<file path="config.mk">
export PLATFORM = sky130hd
export DESIGN_NAME = uart_alu_intf
export DESIGN_NICKNAME = d
export VERILOG_FILES = /design/src/rtl/alu_pkg.sv /design/src/rtl/frame_timer.sv /design/src/rtl/uart_alu_intf.sv
export SDC_FILE = /design/constraint.sdc
export NUM_CORES = 1
export LEC_CHECK = 0
export CORE_ASPECT_RATIO = 1.75
export CORE_UTILIZATION = 55
export DETAILED_ROUTE_END_ITERATION = 10
export PLACE_DENSITY = 0.85
export SYNTH_ARGS = -nofsm -noshare
export SYNTH_HDL_FRONTEND = slang
export SYNTH_SLANG_ARGS = --single-unit
</file>
<file path="constraint.sdc">
create_clock -name i_Clock -period 4.75 [get_ports i_Clock]
set_input_delay 0.475 -clock i_Clock [delete_from_list [all_inputs] [get_ports i_Clock]]
set_output_delay 0.475 -clock i_Clock [all_outputs]
set_load 0.1 [all_outputs]
</file>
<file path="src/rtl/alu_pkg.sv">
// Shared ALU definitions: opcode encodings, front-end FSM states and the opcode validity check.
// Both the UART/ALU interface block and the ALU import this package.
package alu_pkg;

  localparam int OP_W = 6;

  localparam logic [OP_W-1:0] OP_ADD = 6'b100000;
  localparam logic [OP_W-1:0] OP_SUB = 6'b100010;
  localparam logic [OP_W-1:0] OP_AND = 6'b100100;
  localparam logic [OP_W-1:0] OP_OR  = 6'b100101;
  localparam logic [OP_W-1:0] OP_XOR = 6'b100110;
  localparam logic [OP_W-1:0] OP_NOR = 6'b100111;
  localparam logic [OP_W-1:0] OP_SRA = 6'b000011;
  localparam logic [OP_W-1:0] OP_SRL = 6'b000010;

  typedef enum logic [2:0] {
    WAIT_A  = 3'd0,
    WAIT_B  = 3'd1,
    WAIT_OP = 3'd2,
    CALC    = 3'd3,
    SEND    = 3'd4,
    WAIT_TX = 3'd5
  } state_t;

  function automatic logic is_valid_op(input logic [OP_W-1:0] op);
    case (op)
      OP_ADD, OP_SUB, OP_AND, OP_OR,
      OP_XOR, OP_NOR, OP_SRA, OP_SRL: is_valid_op = 1'b1;
      default:                        is_valid_op = 1'b0;
    endcase
  endfunction

endpackage

</file>
<file path="src/rtl/frame_timer.sv">
// Inter-byte idle counter: counts enabled cycles, saturates at TIMEOUT-1 and flags expiry there.
module frame_timer #(
  parameter int TIMEOUT = 1_000_000
) (
  input  logic i_clk,
  input  logic i_rst_n,
  input  logic i_clear,
  input  logic i_enable,
  output logic o_expired
);

  localparam int CW = (TIMEOUT > 1) ? $clog2(TIMEOUT) : 1;
  localparam logic [CW-1:0] LIMIT = CW'(TIMEOUT - 1);

  logic [CW-1:0] r_count;

  // Idle count: clear wins, otherwise count up while enabled and hold at the limit.
  always_ff @(posedge i_clk or negedge i_rst_n) begin
    if (!i_rst_n) begin
      r_count <= {CW{1'b0}};
    end else if (i_clear) begin
      r_count <= {CW{1'b0}};
    end else if (i_enable && (r_count != LIMIT)) begin
      r_count <= r_count + {{(CW-1){1'b0}}, 1'b1};
    end else begin
      r_count <= r_count;
    end
  end

  assign o_expired = i_enable && (r_count == LIMIT);

endmodule

</file>
<file path="src/rtl/uart_alu_intf.sv">
// Frames three received bytes (A, B, opcode) into ALU operands, then sends the ALU result back.
// Bad opcodes and inter-byte timeouts drop the frame with a one-cycle error pulse.
module uart_alu_intf
  import alu_pkg::*;
#(
  parameter int NB_DATA = 8,
  parameter int NB_OP   = 6,
  parameter int TIMEOUT = 1_000_000
) (
  input  logic               i_Clock,
  input  logic               i_reset,
  input  logic               i_rx_done,
  input  logic [NB_DATA-1:0] i_rx_data,
  input  logic [NB_DATA-1:0] i_alu_result,
  input  logic               i_tx_done,
  output logic [NB_DATA-1:0] o_alu_a,
  output logic [NB_DATA-1:0] o_alu_b,
  output logic [NB_OP-1:0]   o_alu_op,
  output logic               o_tx_start,
  output logic [NB_DATA-1:0] o_tx_data,
  output logic               o_err
);

  logic [1:0]         r_rst_sync;
  logic               w_rst_n;
  state_t             r_state;
  state_t             w_next;
  logic               w_err;
  logic               w_op_ok;
  logic               w_expired;
  logic               w_tmr_en;
  logic               w_tmr_clr;
  logic [NB_DATA-1:0] r_alu_a;
  logic [NB_DATA-1:0] r_alu_b;
  logic [NB_OP-1:0]   r_alu_op;
  logic [NB_DATA-1:0] r_tx_data;
  logic               r_tx_start;
  logic               r_err;

  // Reset asserts immediately but releases two clock edges later.
  always_ff @(posedge i_Clock or negedge i_reset) begin
    if (!i_reset) begin
      r_rst_sync <= 2'b00;
    end else begin
      r_rst_sync <= {r_rst_sync[0], 1'b1};
    end
  end
  assign w_rst_n = r_rst_sync[1];

  assign w_op_ok   = ((i_rx_data >> NB_OP) == {NB_DATA{1'b0}}) && is_valid_op(i_rx_data[NB_OP-1:0]);
  assign w_tmr_en  = (r_state == WAIT_B) || (r_state == WAIT_OP);
  assign w_tmr_clr = i_rx_done || ((w_next != r_state) && ((w_next == WAIT_B) || (w_next == WAIT_OP)));

  frame_timer #(.TIMEOUT(TIMEOUT)) u_frame_timer (
    .i_clk     (i_Clock),
    .i_rst_n   (w_rst_n),
    .i_clear   (w_tmr_clr),
    .i_enable  (w_tmr_en),
    .o_expired (w_expired)
  );

  // A received byte always beats a timeout expiring in the same cycle.
  always_comb begin
    w_next = r_state;
    w_err  = 1'b0;
    case (r_state)
      WAIT_A: begin
        if (i_rx_done) w_next = WAIT_B;
        else           w_next = WAIT_A;
      end
      WAIT_B: begin
        if (i_rx_done) begin
          w_next = WAIT_OP;
        end else if (w_expired) begin
          w_next = WAIT_A;
          w_err  = 1'b1;
        end else begin
          w_next = WAIT_B;
        end
      end
      WAIT_OP: begin
        if (i_rx_done) begin
          if (w_op_ok) begin
            w_next = CALC;
          end else begin
            w_next = WAIT_A;
            w_err  = 1'b1;
          end
        end else if (w_expired) begin
          w_next = WAIT_A;
          w_err  = 1'b1;
        end else begin
          w_next = WAIT_OP;
        end
      end
      CALC:    w_next = SEND;
      SEND:    w_next = WAIT_TX;
      WAIT_TX: begin
        if (i_tx_done) w_next = WAIT_A;
        else           w_next = WAIT_TX;
      end
      default: w_next = WAIT_A;
    endcase
  end

  always_ff @(posedge i_Clock or negedge w_rst_n) begin
    if (!w_rst_n) begin
      r_state    <= WAIT_A;
      r_alu_a    <= {NB_DATA{1'b0}};
      r_alu_b    <= {NB_DATA{1'b0}};
      r_alu_op   <= {NB_OP{1'b0}};
      r_tx_data  <= {NB_DATA{1'b0}};
      r_tx_start <= 1'b0;
      r_err      <= 1'b0;
    end else begin
      r_state    <= w_next;
      r_tx_start <= (w_next == SEND);
      r_err      <= w_err;
      if ((r_state == WAIT_A) && i_rx_done) r_alu_a <= i_rx_data;
      else                                  r_alu_a <= r_alu_a;
      if ((r_state == WAIT_B) && i_rx_done) r_alu_b <= i_rx_data;
      else                                  r_alu_b <= r_alu_b;
      if ((r_state == WAIT_OP) && i_rx_done && w_op_ok) r_alu_op <= i_rx_data[NB_OP-1:0];
      else                                              r_alu_op <= r_alu_op;
      if (r_state == CALC) r_tx_data <= i_alu_result;
      else                 r_tx_data <= r_tx_data;
    end
  end

  assign o_alu_a    = r_alu_a;
  assign o_alu_b    = r_alu_b;
  assign o_alu_op   = r_alu_op;
  assign o_tx_data  = r_tx_data;
  assign o_tx_start = r_tx_start;
  assign o_err      = r_err;

endmodule

</file>
==> results of run 1 <==
worst max path at each step:
stage / from / end / slack, ns
after floorplan: i_rx_data[7] / o_alu_op[0] / 2.50
after detailed placement: i_rx_data[7] / o_alu_op[1] / 1.91
after global routing: i_rx_data[6] / o_alu_op[1] / 2.18
after CTS: i_rx_data[7] / o_alu_op[1] / 2.23
final: i_rx_data[7] / o_alu_op[1] / 2.22
after global placement: i_rx_data[7] / o_alu_op[0] / 1.93
flip-flops by register name (all words and copies together), names as in the netlist:
name	count
r_rst_sync	2
o_alu_a	8
o_err	1
o_tx_start	1
o_alu_b	8
u_frame_timer.r_count	20
r_state	3
o_alu_op	6
o_tx_data	8
worst max-delay path: stages:
cell and delay [ns]:
clkdlybuf4s50_1 0.43, or4_1 0.58, a311o_1 0.38, or3_1 0.53
mux2_4 0.35
cell type report:
class	instances	area [sq um]
sequential	57	1430
fill	321	1100
multi-input combinational	162	1050
timing repair buffer	54	533
clock buffer	10	128
clock inverter	6	82.6
tap	51	63.8
inverter	4	15.0
per-layer routing:
metal	share of wire [%]	global-route usage (%)
met1	38	25.0
met3	4.4	8.79
met5	0	0
met2	56	41.8
met4	2.2	13.2
cells in the mapped netlist:
library cell	number	area (sq um)
nor3b_1	1	7.51
dfrtp_1	57	1430
o32a_2	1	11.3
o21ai_0	5	25.0
mux2_2	16	180
nor3_2	1	10.0
nor2b_1	2	12.5
nand2_1	31	116
buf_1	1	3.75
or3_1	6	37.5
nor4bb_1	1	10.0
a311o_1	1	10.0
mux2i_1	1	10.0
o21ai_1	1	5.00
nand4_1	10	62.6
xor2_1	13	114
clkbuf_1	8	30.0
clkinv_1	1	3.75
mux2_4	4	60.1
and2_1	2	12.5
or4_1	2	15.0
buf_6	1	11.3
ha_1	1	12.5
or2b_2	1	8.76
o221ai_1	1	8.76
conb_1	1	3.75
nor2_1	22	82.6
nor4b_1	3	26.3
nand3b_1	3	22.5
nand3_1	10	50.1
nor3_1	2	10.0
nor4_1	1	6.26
nand4b_1	1	8.76
nand2b_1	2	12.5
inv_1	3	11.3
and2_2	2	15.0
xnor2_1	3	26.3
and3_1	5	31.3
a21oi_1	6	30.0
through the flow:
stage | utilization (%) | setup WS [ns] | instances | hold WS (ns)
global placement | 70.3 | 1.93 | 328 | 0.341
global route | 75.0 | 2.18 | 344 | 0.285
finish | 75.0 | 2.22 | 344 | 0.306
CTS | 75.0 | 2.23 | 344 | 0.298
detailed placement | 70.3 | 1.91 | 328 | 0.350
floorplan | - | 2.50 | 233 | 0.179
cell families after synthesis:
family                   after synthesis  synth area share (%)
AND/OR/NAND/NOR                      108                  22.0
flip-flops                            57                  56.1
multiplexers                          21                  9.85
XOR/XNOR                              16                  5.51
AO/OA/AOI/OAI                         15                  3.54
buffers and inverters                 14                  2.36
adder cells (fa/ha/maj)                1                 0.492
other                                  1                 0.148
==> metrics.md, run 1 <==
| Metric | Value |
|---|---|
| Via Count | 1926 |
| Nets | about 300 |
| Gpl congestion | slightly above 0.8 |
| End of the worst register-to-register path | u_frame_timer.r_count[1] |
| WL final | around 5.2 mm |
| Critical path fanouts, max | 7 |
| Max-Cap Viols | 0 |
| Inserted Diodes | 0 |
| Buffers on Ports | 51 |
| H-tree depth | 3 |
| Measured slew at the worst slew-check pin | 1.01 ns |
| Worst EP arrival | 2.74 ns |
| HPWL after DPL | about 3.6 mm |
| Yosys warnings | 0 |
| Die area | between 4000 and 5000 sq um |
| Setup tns final | 0 ns |
| Synth Area per Inst | between 10 and 15 sq um |
| R2R Setup Slk | 2.70 ns |
| Vias/cell | between 5 and 6 |
| Root buffer cell | clkbuf_8 |
| Reg2Reg Depth | 6 |
| Final Critical Period | approximately 2.5 ns |
| Fmax | just under 400 MHz |
| DRT iter0 DRCs | 56 |
| Initial core utilization | 57.7% |
| Clk slew on worst S/H paths | ~0.060 ns |
| Vias in the first global route | roughly 2000 |
| Hold Vio Cnt, Final | 0 |
| Fin area | between 3000 and 4000 sq um |
| Setup violators final | 0 |
| Top-Level Pins | between 50 and 60 |
| Max-slew headroom at the worst pin | around a third |
| Area after DPL | between 3000 and 4000 sq um |
| Die W | roughly 53 um |
| FF+latch count, synth | 57 |
| WL/cell | 15.1 um |
| RSZ-0062 raised after global routing | false |
| Synth-to-layout area growth | 30.0% |
| Fraction of layout cells with a size suffix above 1 | between 10% and 20% |
| RR Startpoint | u_frame_timer.r_count[0] |
| Post-CTS Setup Inserts | 0 |
| Sink Count | 57 |
| Outcome | complete, no violations |
| Worst min-delay path category | input port to asynchronous set/reset pin |
| Residual DRC | 0 |
| Core Box Area | approximately 4400 sq um |
| Hold buffers post-CTS | 0 |
| CTS-repair resized insts | 0 |
| Clock insertion delay at the later pin of the skew report | 0.33 ns |
| Crit start category | input port |
| CTS buffer count | 9 |
| Mapped Nets | 254 |
| Largest net degree at the start of global routing | 56 |
| CTS tree | built |
| Die height | between 90 and 100 um |
| Leading cell type in the layout, fill and taps excluded | dfrtp_1 |
| DR pass1 iterations | 4 |
| Worst setup EP type | flip-flop |
| Initial antenna violation count | 0 |
| Total Routing Usage GR | between 20% and 30% |
| Clock Tree Buf Depth | 2 |
| GR Overflow Total | 0 |
| Synthesized cell area | 2540 sq um |
| CP required | slightly below 5 ns |
| # rows | 32 |
| Clock skew | slightly above 0.008 ns |
| Final worst-path cycle share | 53.2% |
| Sequential share of the synthesized area | 56.1% |
| Crit Path Class | input port to flip-flop |
| First-pass GRT wire length | between 8 and 9 mm |
| Synth unique cells | 39 |
| Synthesized instance count | 233 |
| Final slew viol count | 0 |
| Final antenna-violating net count | 0 |
| Most frequent cells in the layout | dfrtp_1 (56), clkdlybuf4s50_1 (51), nand2_1 (31), nor2_1 (22), mux2_2 (16) |
Power of run 1 is left out: the tool's default activity adds up to more than one toggle a clock period on the data nets, which glitch-free logic cannot reach.
==> inputs of run 2 (changes only) <==
CORE_UTILIZATION = 46   (was 55)
PLACE_DENSITY = 0.76   (was 0.85)
clock period = 2.17 ns   (was 4.75 ns; I/O delays follow)
==> run 2 against run 1 <==
Against the previous run:
- die area up 19%
- worst setup slack worse by 2.2 ns
- critical path depth is the same
- core utilization fell by 12 points
- first-iteration DRC count decreased by 8.9%
- register-to-register slack worse by 2.3 ns
- cell area rose by 0.68%
- hold slack lost 0.27 ns
- sequential share of layout area fell by 0.29 points
- sequential cell count stayed put
==> metrics.md, run 2 (synthesis gave the netlist of run 1 again) <==
| Metric | Value |
|---|---|
| Top-Level Pins | 52 (unchanged) |
| Buffers on Ports | 51 (unchanged) |
| HPWL after DPL | 3.75 mm (+4.8%) |
| DR pass1 iterations | 4 (unchanged) |
| Max-Cap Viols | 0 (unchanged) |
| Area after DPL | 3130 sq um (+1.0%) |
| Hold buffers post-CTS | 0 (unchanged) |
| Crit start category | input port |
| Vias in the first global route | 1947 (-0.36%) |
| Worst EP arrival | 2.35 ns (-0.39 ns) |
| Slowest cell on the critical path | or4_1 |
| Die height | 100 um (+9.1%) |
| CTS buffer count | 9 (unchanged) |
| Most frequent cells in the layout | dfrtp_1 (56), buf_4 (46), nand2_1 (31), nor2_1 (22), clkdlybuf4s50_1 (19) |
| Clock Tree Buf Depth | 2 (unchanged) |
| Core Util, Final | 62.8% (-12 points) |
| Number of flip-flops in the largest register | 20 (unchanged) |
| Die W | 58.2 um (+9.0%) |
| Fraction of layout cells with a size suffix above 1 | 28.9% (+14 points) |
| WL/cell | 14.1 um (-6.7%) |
| Top Family by Delay on Critical Path | simple AND/OR/NAND/NOR gates |
| Core Box Area | 5300 sq um (+20%) |
| First-pass GRT wire length | 8.92 mm (+4.1%) |
| Final worst-path cycle share | ~98% |
| Clock insertion delay at the later pin of the skew report | 0.34 ns (about the same) |
| Final slew viol count | 0 (unchanged) |
| Crit Path Class | input port to flip-flop |
| Top reg by flops | u_frame_timer.r_count |
| Final antenna-violating net count | 0 (unchanged) |
| Delay of the slowest critical-path stage | 0.56 ns (-0.02 ns) |
| Clock skew | 0.00704 ns (-0.00104 ns) |
| H-tree depth | 3 (unchanged) |
| Worst min-delay path category | input port to asynchronous set/reset pin |
| Post-CTS Setup Inserts | 0 (unchanged) |
| CP required | 2.39 ns (-2.57 ns) |
| Via Count | 1928 (+0.10%) |
| DRT iter0 DRCs | 51 (-8.9%) |
| Critical path fanouts, max | 7 (unchanged) |
| Final WS setup | 0.0450 ns (-2.18 ns) |
| Inserted Diodes | 0 (unchanged) |
| Leading cell type in the layout, fill and taps excluded | dfrtp_1 |
| Sink Count | 57 (unchanged) |
| Fin area | 3330 sq um (+0.68%) |
| CP cell instances | clkdlybuf4s50_1, or4_1, a311o_1, or3_4, mux2_4 |
| Setup tns final | 0 ns (unchanged) |
| # rows | 35 (+9.4%) |
| Worst setup EP type | flip-flop |
| Final Critical Period | 2.13 ns |
| RSZ-0062 raised after global routing | false |
| Nets | 320 (+3.6%) |
| Fmax | approximately 470 MHz |
| Measured slew at the worst slew-check pin | 0.679 ns (-0.335 ns) |
| Setup violators final | 0 (unchanged) |
| Root buffer cell | clkbuf_8 |
| Die area | 5840 sq um (+19%) |
| Fillers | 448 (+40%) |
| Outcome | complete, no violations |
| Total Routing Usage GR | 20.7% (-4.0 points) |
| Max-slew headroom at the worst pin | 54.8% (+23 points) |
| Vias/cell | 5.10 (-8.9%) |
| Clk slew on worst S/H paths | 0.07 ns (about the same) |
| WL final | 5.33 mm (+2.6%) |
| CP bufs+invs | 1 (unchanged) |
| Synth-to-layout area growth | 30.9% |
| Pre-CTS setup slack | -0.440 ns (-2.35 ns) |
| Initial core utilization | 48.0% (-9.7 points) |
| CTS tree | built |
| GR Overflow Total | 0 (unchanged) |
| Hold Vio Cnt, Final | 0 (unchanged) |
| Gpl congestion | 0.773 (-6.2%) |
| Largest net degree at the start of global routing | 56 (unchanged) |
| Initial antenna violation count | 0 (unchanged) |
| Residual DRC | 0 (unchanged) |
-- run 2: cell count changes in the layout (fill, tap and decap cells not counted) --
| cell | before | now |
|---|---|---|
| clkbuf_8 | 9 | 10 |
| bufinv_16 | 2 | 1 |
| or3_4 | 0 | 1 |
| buf_4 | 3 | 46 |
| clkdlybuf4s50_1 | 51 | 19 |
| or3_1 | 6 | 5 |
| clkinv_2 | 3 | 2 |
| clkinvlp_4 | 1 | 2 |
-- run 2: routing by layer --
| layer | wire (um) | part of all wire (%) | vias to the layer above | global-route usage [%] |
|---|---|---|---|---|
| met5 | 0 | 0 | - | 0 |
| met1 | 2040 | 38 | 953 | 21.9 |
| met4 | 118 | 2.2 | 0 | 11.5 |
| met2 | 3000 | 56 | 36 | 36.2 |
| li1 | - | - | 932 | - |
| met3 | 169 | 3.2 | 7 | 5.54 |
-- run 2: cell type report --
type | instances | area [sq um] | share of cell area, %
clock buffers | 11 | 141 | 4.25
clock inverters | 5 | 55.1 | 1.65
inverters | 4 | 15.0 | 0.451
multi-input cells | 162 | 1060 | 31.9
flip-flops and latches | 57 | 1430 | 42.9
well taps | 74 | 92.6 | 2.78
repair buffers | 65 | 536 | 16.1
-- run 2: worst paths after layout --
kind,cells past startpoint,to,slack (ns),from
worst max register to register,7,u_frame_timer.r_count[5],0.37,u_frame_timer.r_count[0]
min in group i_Clock,0,r_rst_sync[1],0.36,r_rst_sync[0]
worst min register to register,0,r_rst_sync[1],0.36,r_rst_sync[0]
worst max-delay path,5,o_alu_op[2],0.04,i_rx_data[7]
worst min-delay path,1,r_rst_sync[1],0.03,i_reset
max in group asynchronous,1,r_state[0],1.33,r_rst_sync[1]
-- run 2: through the flow --
| stage | hold WS (ns) | cells |
|---|---|---|
| after floorplan | -0.0786 | 233 |
| after global placement | 0.339 | 362 |
| after detailed placement | 0.352 | 362 |
| after CTS | 0.0216 | 378 |
| after global routing | 0.0273 | 378 |
| final | 0.0336 | 378 |
-- run 2: timing repair --
| item | CTS | global route |
|---|---|---|
| hold endpoints to repair | 0 | 0 |
| resized for setup | 1 | 0 |
| endpoints found under the setup margin | 4 | 0 |
Power of run 2 is left out for the same reason.
